File: src/rtl/cpu_pkg.sv
`default_nettype none
// ============================================================================
//  Module      : cpu_pkg
//  Description : Shared constants and types for the CPU front end: address and
//                instruction widths, default reset PC, fetch FSM encoding and
//                the prefetch-queue entry layout.
//  Revision    : 1.0  initial release
// ============================================================================
package cpu_pkg;

    localparam int               ADDR_W      = 8;
    localparam int               INSTR_W     = 8;
    localparam logic [ADDR_W-1:0] RESET_PC   = 8'h00;
    localparam int               FETCH_DEPTH = 2;

    // Fetch FSM: FLUSH lasts one cycle after every redirect.
    typedef enum logic [0:0] {
        ST_RUN   = 1'b0,
        ST_FLUSH = 1'b1
    } fetch_state_t;

    // One prefetch-queue slot: instruction together with the PC it came from.
    typedef struct packed {
        logic [ADDR_W-1:0]  pc;
        logic [INSTR_W-1:0] instr;
    } fetch_entry_t;

endpackage
`default_nettype wire

File: src/rtl/fetch_queue.sv
`default_nettype none
// ============================================================================
//  Module      : fetch_queue
//  Description : Synchronous FIFO of DEPTH fetch entries. Clear wins over a
//                simultaneous push; pop of an empty queue is ignored.
//  Ports       : clk, rst_n      clock, async active-low reset
//                i_push/i_entry  write one entry
//                i_pop           remove head entry
//                i_clear         drop all entries
//                o_head          head entry (storage slot at read pointer)
//                o_count         number of valid entries (0..DEPTH)
//  Revision    : 1.0  initial release
// ============================================================================
module fetch_queue
    import cpu_pkg::*;
#(
    parameter int DEPTH = 2
) (
    input  logic                     clk,
    input  logic                     rst_n,
    input  logic                     i_push,
    input  fetch_entry_t             i_entry,
    input  logic                     i_pop,
    input  logic                     i_clear,
    output fetch_entry_t             o_head,
    output logic [$clog2(DEPTH):0]   o_count
);

    localparam int c_ptr_w = $clog2(DEPTH);

    fetch_entry_t         r_mem [DEPTH];
    logic [c_ptr_w-1:0]   r_wr_ptr;
    logic [c_ptr_w-1:0]   r_rd_ptr;
    logic [c_ptr_w:0]     r_count;
    logic                 w_do_pop;
    logic                 w_do_push;

    // The fetch issue rule never lets a push land on a full queue, so push
    // needs no full guard here.
    assign w_do_pop  = i_pop && (r_count != '0) && !i_clear;
    assign w_do_push = i_push && !i_clear;

    assign o_head  = r_mem[r_rd_ptr];
    assign o_count = r_count;

    // DEPTH is a power of two, so the pointers wrap naturally.
    always_ff @(posedge clk or negedge rst_n) begin
        if (!rst_n) begin
            for (int i = 0; i < DEPTH; i++) begin
                r_mem[i] <= '0;
            end
            r_wr_ptr <= '0;
            r_rd_ptr <= '0;
            r_count  <= '0;
        end else if (i_clear) begin
            r_wr_ptr <= '0;
            r_rd_ptr <= '0;
            r_count  <= '0;
        end else begin
            if (w_do_push) begin
                r_mem[r_wr_ptr] <= i_entry;
                r_wr_ptr        <= r_wr_ptr + c_ptr_w'(1);
            end
            if (w_do_pop) begin
                r_rd_ptr <= r_rd_ptr + c_ptr_w'(1);
            end
            r_count <= r_count + (c_ptr_w+1)'(w_do_push) - (c_ptr_w+1)'(w_do_pop);
        end
    end

endmodule
`default_nettype wire

File: src/rtl/fetch_unit.sv
`default_nettype none
// ============================================================================
//  Module      : fetch_unit
//  Description : Instruction fetch stage. Issues one-cycle-latency reads to
//                instruction memory, buffers {pc, instr} in a prefetch queue
//                and hands them to decode over valid/ready. A redirect flushes
//                the queue and any in-flight read, then restarts at the target.
//  Ports       : clk, rst_n               clock, async active-low reset
//                imem_req/imem_addr       memory read request and address
//                imem_data                read data, one cycle after request
//                instr/instr_pc           head instruction and its PC
//                instr_valid/instr_ready  downstream handshake
//                redirect/redirect_pc     taken branch/jump and its target
//                halt                     stop issuing (queue still drains)
//  Revision    : 1.0  initial release
// ============================================================================
module fetch_unit
    import cpu_pkg::*;
#(
    parameter int                DEPTH    = FETCH_DEPTH,
    parameter logic [ADDR_W-1:0] RESET_PC = cpu_pkg::RESET_PC
) (
    input  logic                clk,
    input  logic                rst_n,
    output logic                imem_req,
    output logic [ADDR_W-1:0]   imem_addr,
    input  logic [INSTR_W-1:0]  imem_data,
    output logic [INSTR_W-1:0]  instr,
    output logic [ADDR_W-1:0]   instr_pc,
    output logic                instr_valid,
    input  logic                instr_ready,
    input  logic                redirect,
    input  logic [ADDR_W-1:0]   redirect_pc,
    input  logic                halt
);

    localparam int c_cnt_w = $clog2(DEPTH) + 1;

    fetch_state_t         r_state;
    logic [ADDR_W-1:0]    r_fetch_pc;
    logic [ADDR_W-1:0]    r_issued_pc;
    logic                 r_inflight;

    logic [c_cnt_w-1:0]   w_count;
    logic [c_cnt_w:0]     w_occupancy;
    fetch_entry_t         w_head;
    fetch_entry_t         w_push_entry;
    logic                 w_pop;
    logic                 w_push;
    logic                 w_issue;

    // Queue is always empty in FLUSH; the state term keeps valid low there
    // regardless.
    assign instr_valid = (w_count != '0) && (r_state == ST_RUN);

    // A pop during a redirect cycle is ignored: the entry is being flushed.
    assign w_pop = instr_valid && instr_ready && !redirect;

    // Slots committed after this cycle: queued entries, minus this pop, plus
    // the response still on its way. A new issue needs one free slot.
    assign w_occupancy = {1'b0, w_count} + (c_cnt_w+1)'(r_inflight)
                         - (c_cnt_w+1)'(w_pop);
    assign w_issue     = !halt && !redirect && (w_occupancy < (c_cnt_w+1)'(DEPTH));

    // Responses arriving in FLUSH belong to the pre-redirect stream.
    assign w_push       = (r_state == ST_RUN) && r_inflight;
    assign w_push_entry = {r_issued_pc, imem_data};

    // Reset gates the request so the memory sees nothing while held in reset.
    assign imem_req  = w_issue && rst_n;
    assign imem_addr = imem_req ? r_fetch_pc : '0;
    assign instr     = w_head.instr;
    assign instr_pc  = w_head.pc;

    always_ff @(posedge clk or negedge rst_n) begin
        if (!rst_n) begin
            r_state     <= ST_RUN;
            r_fetch_pc  <= RESET_PC;
            r_issued_pc <= '0;
            r_inflight  <= 1'b0;
        end else begin
            r_inflight <= w_issue;
            if (w_issue) begin
                r_issued_pc <= r_fetch_pc;
                r_fetch_pc  <= r_fetch_pc + ADDR_W'(1);
            end
            if (redirect) begin
                r_fetch_pc <= redirect_pc;
                r_state    <= ST_FLUSH;
            end else begin
                r_state    <= ST_RUN;
            end
        end
    end

    fetch_queue #(
        .DEPTH (DEPTH)
    ) u_queue (
        .clk     (clk),
        .rst_n   (rst_n),
        .i_push  (w_push),
        .i_entry (w_push_entry),
        .i_pop   (w_pop),
        .i_clear (redirect),
        .o_head  (w_head),
        .o_count (w_count)
    );

endmodule
`default_nettype wire

File: config.mk
export PLATFORM = sky130hd
export DESIGN_NAME = fetch_unit
export DESIGN_NICKNAME = d
export VERILOG_FILES = /design/src/rtl/cpu_pkg.sv /design/src/rtl/fetch_queue.sv /design/src/rtl/fetch_unit.sv
export SDC_FILE = /design/constraint.sdc
export NUM_CORES = 1
export LEC_CHECK = 0
export BUFFER_PORTS_ARGS = -buffer_cell sky130_fd_sc_hd__buf_2
export CELL_PAD_IN_SITES_DETAIL_PLACEMENT = 0
export CELL_PAD_IN_SITES_GLOBAL_PLACEMENT = 1
export CORE_MARGIN = 1.5
export CORE_UTILIZATION = 40
export CTS_CLUSTER_SIZE = 14
export DETAILED_ROUTE_END_ITERATION = 10
export PLACE_DENSITY = 0.8
export REMOVE_ABC_BUFFERS = 1
export SYNTH_ARGS = -nofsm -noshare
export SYNTH_HDL_FRONTEND = slang
export SYNTH_HIERARCHICAL = 1
export SYNTH_SLANG_ARGS = --single-unit
File: constraint.sdc
create_clock -name clk -period 6.4 [get_ports clk]
set_clock_uncertainty 0.2 [all_clocks]
set_input_delay 1.28 -clock clk [delete_from_list [all_inputs] [get_ports clk]]
set_output_delay 1.28 -clock clk [all_outputs]
set_load 0.03 [all_outputs]
# [Word level (Yosys, flattened, before mapping)]
# Index checks and enable logic that the tools add are counted.
[word_totals] n_memories=0 elab_cells=59 out_inout_bits=26 latch_bits=0 in_bits=21 romBits=0 ram_bits=0 ff_bits=54
[op_classes] bitwise=4 order_cmp=4 n_addsub=7 shifts=0 n_reduce_logical=18 muxes=15 n_eq_ne=0 multipliers=0 div=0
[op_table] operator="16-bit two-way mux" n=4
[op_table] operator="32-bit bitwise mux" n=1
[op_table] operator="8-bit two-way mux" n=3
[op_table] operator="16-bit demux with 1-bit select" n=1
[op_table] operator="1-bit logical AND" n=11
[op_table] operator="8-bit by 1-bit adder with 8-bit output (second input constant)" n=1
[op_table] operator="2-bit nonzero test" n=4
[op_table] operator="1-bit two-way mux" n=5
[op_table] operator="2-bit greater-or-equal comparator (second input constant)" n=2
[op_table] operator="1-bit NOT with 2-bit output" n=2
[op_table] operator="2-bit by 1-bit adder with 3-bit output" n=1
[op_table] operator="3-bit by 2-bit less-than comparator with 1-bit output (second input constant)" n=1
[op_table] operator="3-bit by 1-bit subtractor with 3-bit output" n=1
[op_table] operator="1-bit adder (second input constant)" n=2
[op_table] operator="2-bit by 1-bit adder with 2-bit output" n=1
[op_table] operator="1-bit logical NOT" n=2
[op_table] operator="2-bit by 1-bit less-than comparator with 1-bit output (second input constant)" n=1
[op_table] operator="2-bit two-way mux" n=1
[op_table] operator="1-bit NOT" n=2
[op_table] operator="2-bit AND reduction" n=1
[op_table] operator="2-bit by 1-bit subtractor with 2-bit output" n=1

# [Logic depth before layout (Yosys ltp)]
[logic_depth] depth_word=9 ltp_mapped=12 ltp_nobuf=11

# [Modules after synthesis]
# Netlist, hierarchy kept.
[by_module_without_submodules] module="fetch_queue" area_each_um2=1622.8 instances=1 cells_each=105 seq_area_each_um2=900.9
[by_module_without_submodules] module="fetch_unit" area_each_um2=958.4 instances=1 cells_each=104 seq_area_each_um2=450.4

# [Least setup slack after synthesis]
# OpenSTA, ideal clock, no wires.
[synth_timing] path_type="input to output" from="in redirect" to="out imem_req" setup_slack_ps=1569 required_time_ps=4920 path_stages=10 arrival_time_ps=3351 n_path_buf=1 cell_sequence="inv_1 -> and3_1 -> ha_1 -> nand2b_1 -> fa_1 -> nor2b_1 -> nand3_1 -> inv_2 -> buf_2 -> and2_1"
[synth_between] elab_chain_len=6
[synth_rtl] item="start: declaration" line="fetch_unit.sv:32" text="input logic redirect,"
[synth_rtl] item="1-bit logical NOT" line="fetch_unit.sv:57" text="assign w_pop = instr_valid && instr_ready && !redirect;"
[synth_rtl] item="1-bit logical AND" line="fetch_unit.sv:57"
[synth_rtl] item="named net w_pop" line="fetch_unit.sv:48" text="logic w_pop;"
[synth_rtl] item="3-bit by 1-bit subtractor with 3-bit output" line="fetch_unit.sv:62" text="- (c_cnt_w+1)'(w_pop);"
[synth_rtl] item="3-bit by 2-bit less-than comparator with 1-bit output" line="fetch_unit.sv:63" text="assign w_issue = !halt && !redirect && (w_occupancy < (c_cnt_w+1)'(DEPTH));"
[synth_rtl] item="1-bit logical AND" line="fetch_unit.sv:63"
[synth_rtl] item="named net w_issue" line="fetch_unit.sv:50" text="logic w_issue;"
[synth_rtl] item="1-bit logical AND" line="fetch_unit.sv:70" text="assign imem_req = w_issue && rst_n;"
[synth_rtl] item="end: declaration" line="fetch_unit.sv:25" text="output logic imem_req,"
# The timed path passes the listed nets, and every way through them passes these cells.

# [Final worst setup path]
[layout_timing] from="in redirect" to="out imem_addr[2]"
[layout_between] elab_chain_len=7
[layout_rtl] item="1-bit logical NOT" line="fetch_unit.sv:57"
[layout_rtl] item="1-bit logical AND" line="fetch_unit.sv:57"
[layout_rtl] item="named net w_pop" line="fetch_unit.sv:48"
[layout_rtl] item="3-bit by 1-bit subtractor with 3-bit output" line="fetch_unit.sv:62"
[layout_rtl] item="3-bit by 2-bit less-than comparator with 1-bit output" line="fetch_unit.sv:63"
[layout_rtl] item="1-bit logical AND" line="fetch_unit.sv:63"
[layout_rtl] item="1-bit logical AND" line="fetch_unit.sv:70"
[layout_rtl] item="8-bit two-way mux" line="fetch_unit.sv:71" text="assign imem_addr = imem_req ? r_fetch_pc : '0;"
[layout_rtl] item="end: declaration" line="fetch_unit.sv:26" text="output logic [ADDR_W-1:0] imem_addr,"
# The timed path passes the listed nets, and every way through them passes these cells.

==> impl_metrics.py <==
metrics = {
    "outcome": {
        "status": "complete, no violations",
    },
    "routing": {
        "via_count": 1693,
        "wl_per_cell_um": 14.7,
        "drt_pass1_iterations": 4,
        "ant_nets": 0,
        "drc": 0,
        "postRouteWirelength_mm": 4.92,
        "drtIter0Drc": 67,
        "vias_per_cell": 5.07,
    },
    "clock_network": {
        "cts.sinks": 54,
        "hold_buffers": 0,
        "cts_setup_buffers": 0,
        "cts_tree": "built",
        "root_buffer": "clkbuf_8",
        "clk_pin_slew_ps": 90,
        "cts_buffers": 5,
        "htree_levels": 2,
        "cts_resized": 0,
        "cts_buffer_depth": 2,
        "clk_latency_ps": 300,
    },
    "worst_setup_path": {
        "critPathArrivalTime_ps": 4030,
        "r2r_cells": 10,
        "crit_family": "buffers and inverters",
        "crit_path_end_kind": "output pin",
        "path_max_fanout": 23,
        "crit_path_cell_trace": "buf_2, inv_1, and3_1, ha_1, nand2b_1, fa_1, nor2b_1, nand3_1, inv_2, and3_1, buf_2",
        "worstSetupPathType": "input port to output pin",
        "start_kind": "input port",
        "cp.depth": 11,
        "critical_path_buf_inv_count": 4,
        "cp_data_required_time_ps": 4920,
        "max_stage_delay_ps": 490,
        "crit_path_top_delay_cell": "fa_1",
    },
    "min_path": {
        "hp-class": "flop to flop",
        "worstHoldPathCells": 1,
    },
    "layout": {
        "diodes": 0,
        "instances_no_fill": 334,
        "post-route-util": 0.476,
        "drive_above_1_share": 0.432,
        "syn_to_final_growth_pct": 15.8,
        "fin_nets": 282,
    },
    "pwr": {
        "power_w": 0.000876,
        "leakagePower_nw": 1.52,
        "power_density_nw_per_um2": 293,
        "max-vdd-ir-drop_uv": 123,
    },
    "grt": {
        "grt_max_degree": 44,
        "grt_pass1_wl_mm": 8.50,
        "grt_overflow_total": 0,
        "grt_usage": 0.151,
        "grt_antenna_before_repair": 0,
        "grt_pass1_vias": 1757,
    },
    "yosys": {
        "yosysMostFrequentCell": "dfrtp_1",
        "synth_area_leaders": "dfrtp_1 (52%), mux2_2 (21%), nand2_1 (4.5%), and3_1 (2.7%), ha_1 (1.9%)",
        "syn_area_per_cell_um2": 12.4,
        "synth_edf_count": 0,
        "synth_ff_type": "dfrtp_1",
        "async_reset_ff_frac": 1.00,
        "synth_top_area_frac": 0.524,
        "synthCells": 209,
        "synth_area_leader_cell": "dfrtp_1",
        "ys_warn_count": 6,
        "yosys_register_bits": 54,
        "ys_seq_area_frac": 0.524,
        "syn_area_um2": 2580,
        "synth_common_cells": "dfrtp_1 (54), mux2_2 (49), nand2_1 (31), and3_1 (11)",
        "synth_cell_types": 39,
    },
    "die": {
        "ios": 47,
        "start_util": 0.411,
        "die_width_um": 83.3,
        "dieArea_um2": 6940,
        "dieHeight_um": 83.3,
        "row_count": 29,
        "coreArea_um2": 6280,
    },
    "sta": {
        "rsz0062_at_grt": "false",
        "setup_viol_count_final": 0,
        "whs_ps": 307,
        "worst_slew_pin_slew_ps": 897,
        "post-route-period-util": 0.861,
        "drv_slew": 0,
        "post-route-min-period_ps": 5510,
        "final-hold-violation-count": 0,
        "setup_tns_ps": 0,
        "clock.fmax_ghz": 0.181,
        "maxSlewHeadroom": 0.402,
    },
    "placed_design": {
        "placed_cells": 326,
        "gp_congestion": 0.771,
        "portBuffers": 46,
        "dpl.hpwl_mm": 3.36,
    },
    "flow_run": {
        "max_cap_violations": 0,
    },
}
[layout by cell type, fill, tap and decap left out, types with 3 or more instances in the layout]
| master | count |
|---|---|
| and3_1 | 11 |
| buf_2 | 46 |
| buf_4 | 3 |
| clkbuf_8 | 5 |
| dfrtp_1 | 54 |
| ha_1 | 4 |
| inv_1 | 4 |
| mux2_2 | 49 |
| nand2_1 | 31 |
| nand3_1 | 4 |
| nor2_1 | 6 |
| nor2b_1 | 4 |
| o211ai_1 | 3 |
| o21ai_0 | 3 |
[area by class of cell]
class	count	area, µm²
fillers	589	3290
flip-flops and latches	54	1350
multi-input cells	141	1160
repair buffers	49	253
well taps	77	96.3
clock buffers	6	72.6
clock inverters	2	37.5
inverters	5	18.8
[stage by stage]
| step | setup WS [ps] | instance area, µm² |
|---|---|---|
| global route | 597 | 2990 |
| floorplan | 1300 | 2530 |
| finish | 890 | 2990 |
| global placement | 950 | 2880 |
| CTS | 882 | 2990 |
| detailed placement | 893 | 2880 |
[flip-flops by register name (all words and copies together), names as in the netlist]
name and count:
u_queue/r_wr_ptr 1, r_fetch_pc 8, u_queue/r_mem 32, r_state 1
u_queue/o_count 2, r_issued_pc 8, r_inflight 1, u_queue/r_rd_ptr 1
[cells by family (layout without fill, tap and decap cells)]
kind of cell    count (synthesis)  count (layout)  synth area share
compound gates                 17              17            0.0514
simple gates                   65              65             0.131
mux                            49              49             0.214
xor+xnor                        5               5            0.0252
flops                          54              54             0.524
buf+inv                        14              62            0.0276
fa+ha+maj                       5               5            0.0271
[worst reg2reg max path, stage by stage, from the launching register on]
cell and delay, ps:
dfrtp_1 510, nor2_1 70, nor2_1 140, and3_1 190, ha_1 220, nand2b_1 150, fa_1 490, nor2b_1 240
nand2_1 160, o31a_1 320, a221o_1 280
[where the power goes]
part | internal, W | leakage [nW] | switching (W)
clock network | 0.000117 | 0.0514 | 0.000106
logic | 0.0000945 | 0.777 | 0.000124
registers | 0.000400 | 0.693 | 0.0000351
total | 0.000611 | 1.52 | 0.000265
[layer usage]
layer,wire length (µm),vias up,GRT usage
met2,2320,39,0.244
met5,0,-,0
met1,2340,815,0.210
li1,-,834,-
met4,50,0,0.0424
met3,211,5,0.0268
[final timing paths]
path | startpoint | slack, ps | endpoint
setup / recovery | redirect | 890 | imem_addr[2]
hold / removal | u_queue/r_mem[29] | 310 | u_queue/r_mem[29]
setup reg to reg | u_queue/o_count[1] | 3310 | r_fetch_pc[6]
hold reg to reg | u_queue/r_mem[29] | 310 | u_queue/r_mem[29]
max in group asynchronous | rst_n | 4400 | r_issued_pc[5]
min in group asynchronous | rst_n | 900 | u_queue/r_mem[19]
Power figures use the tool's default switching activity.
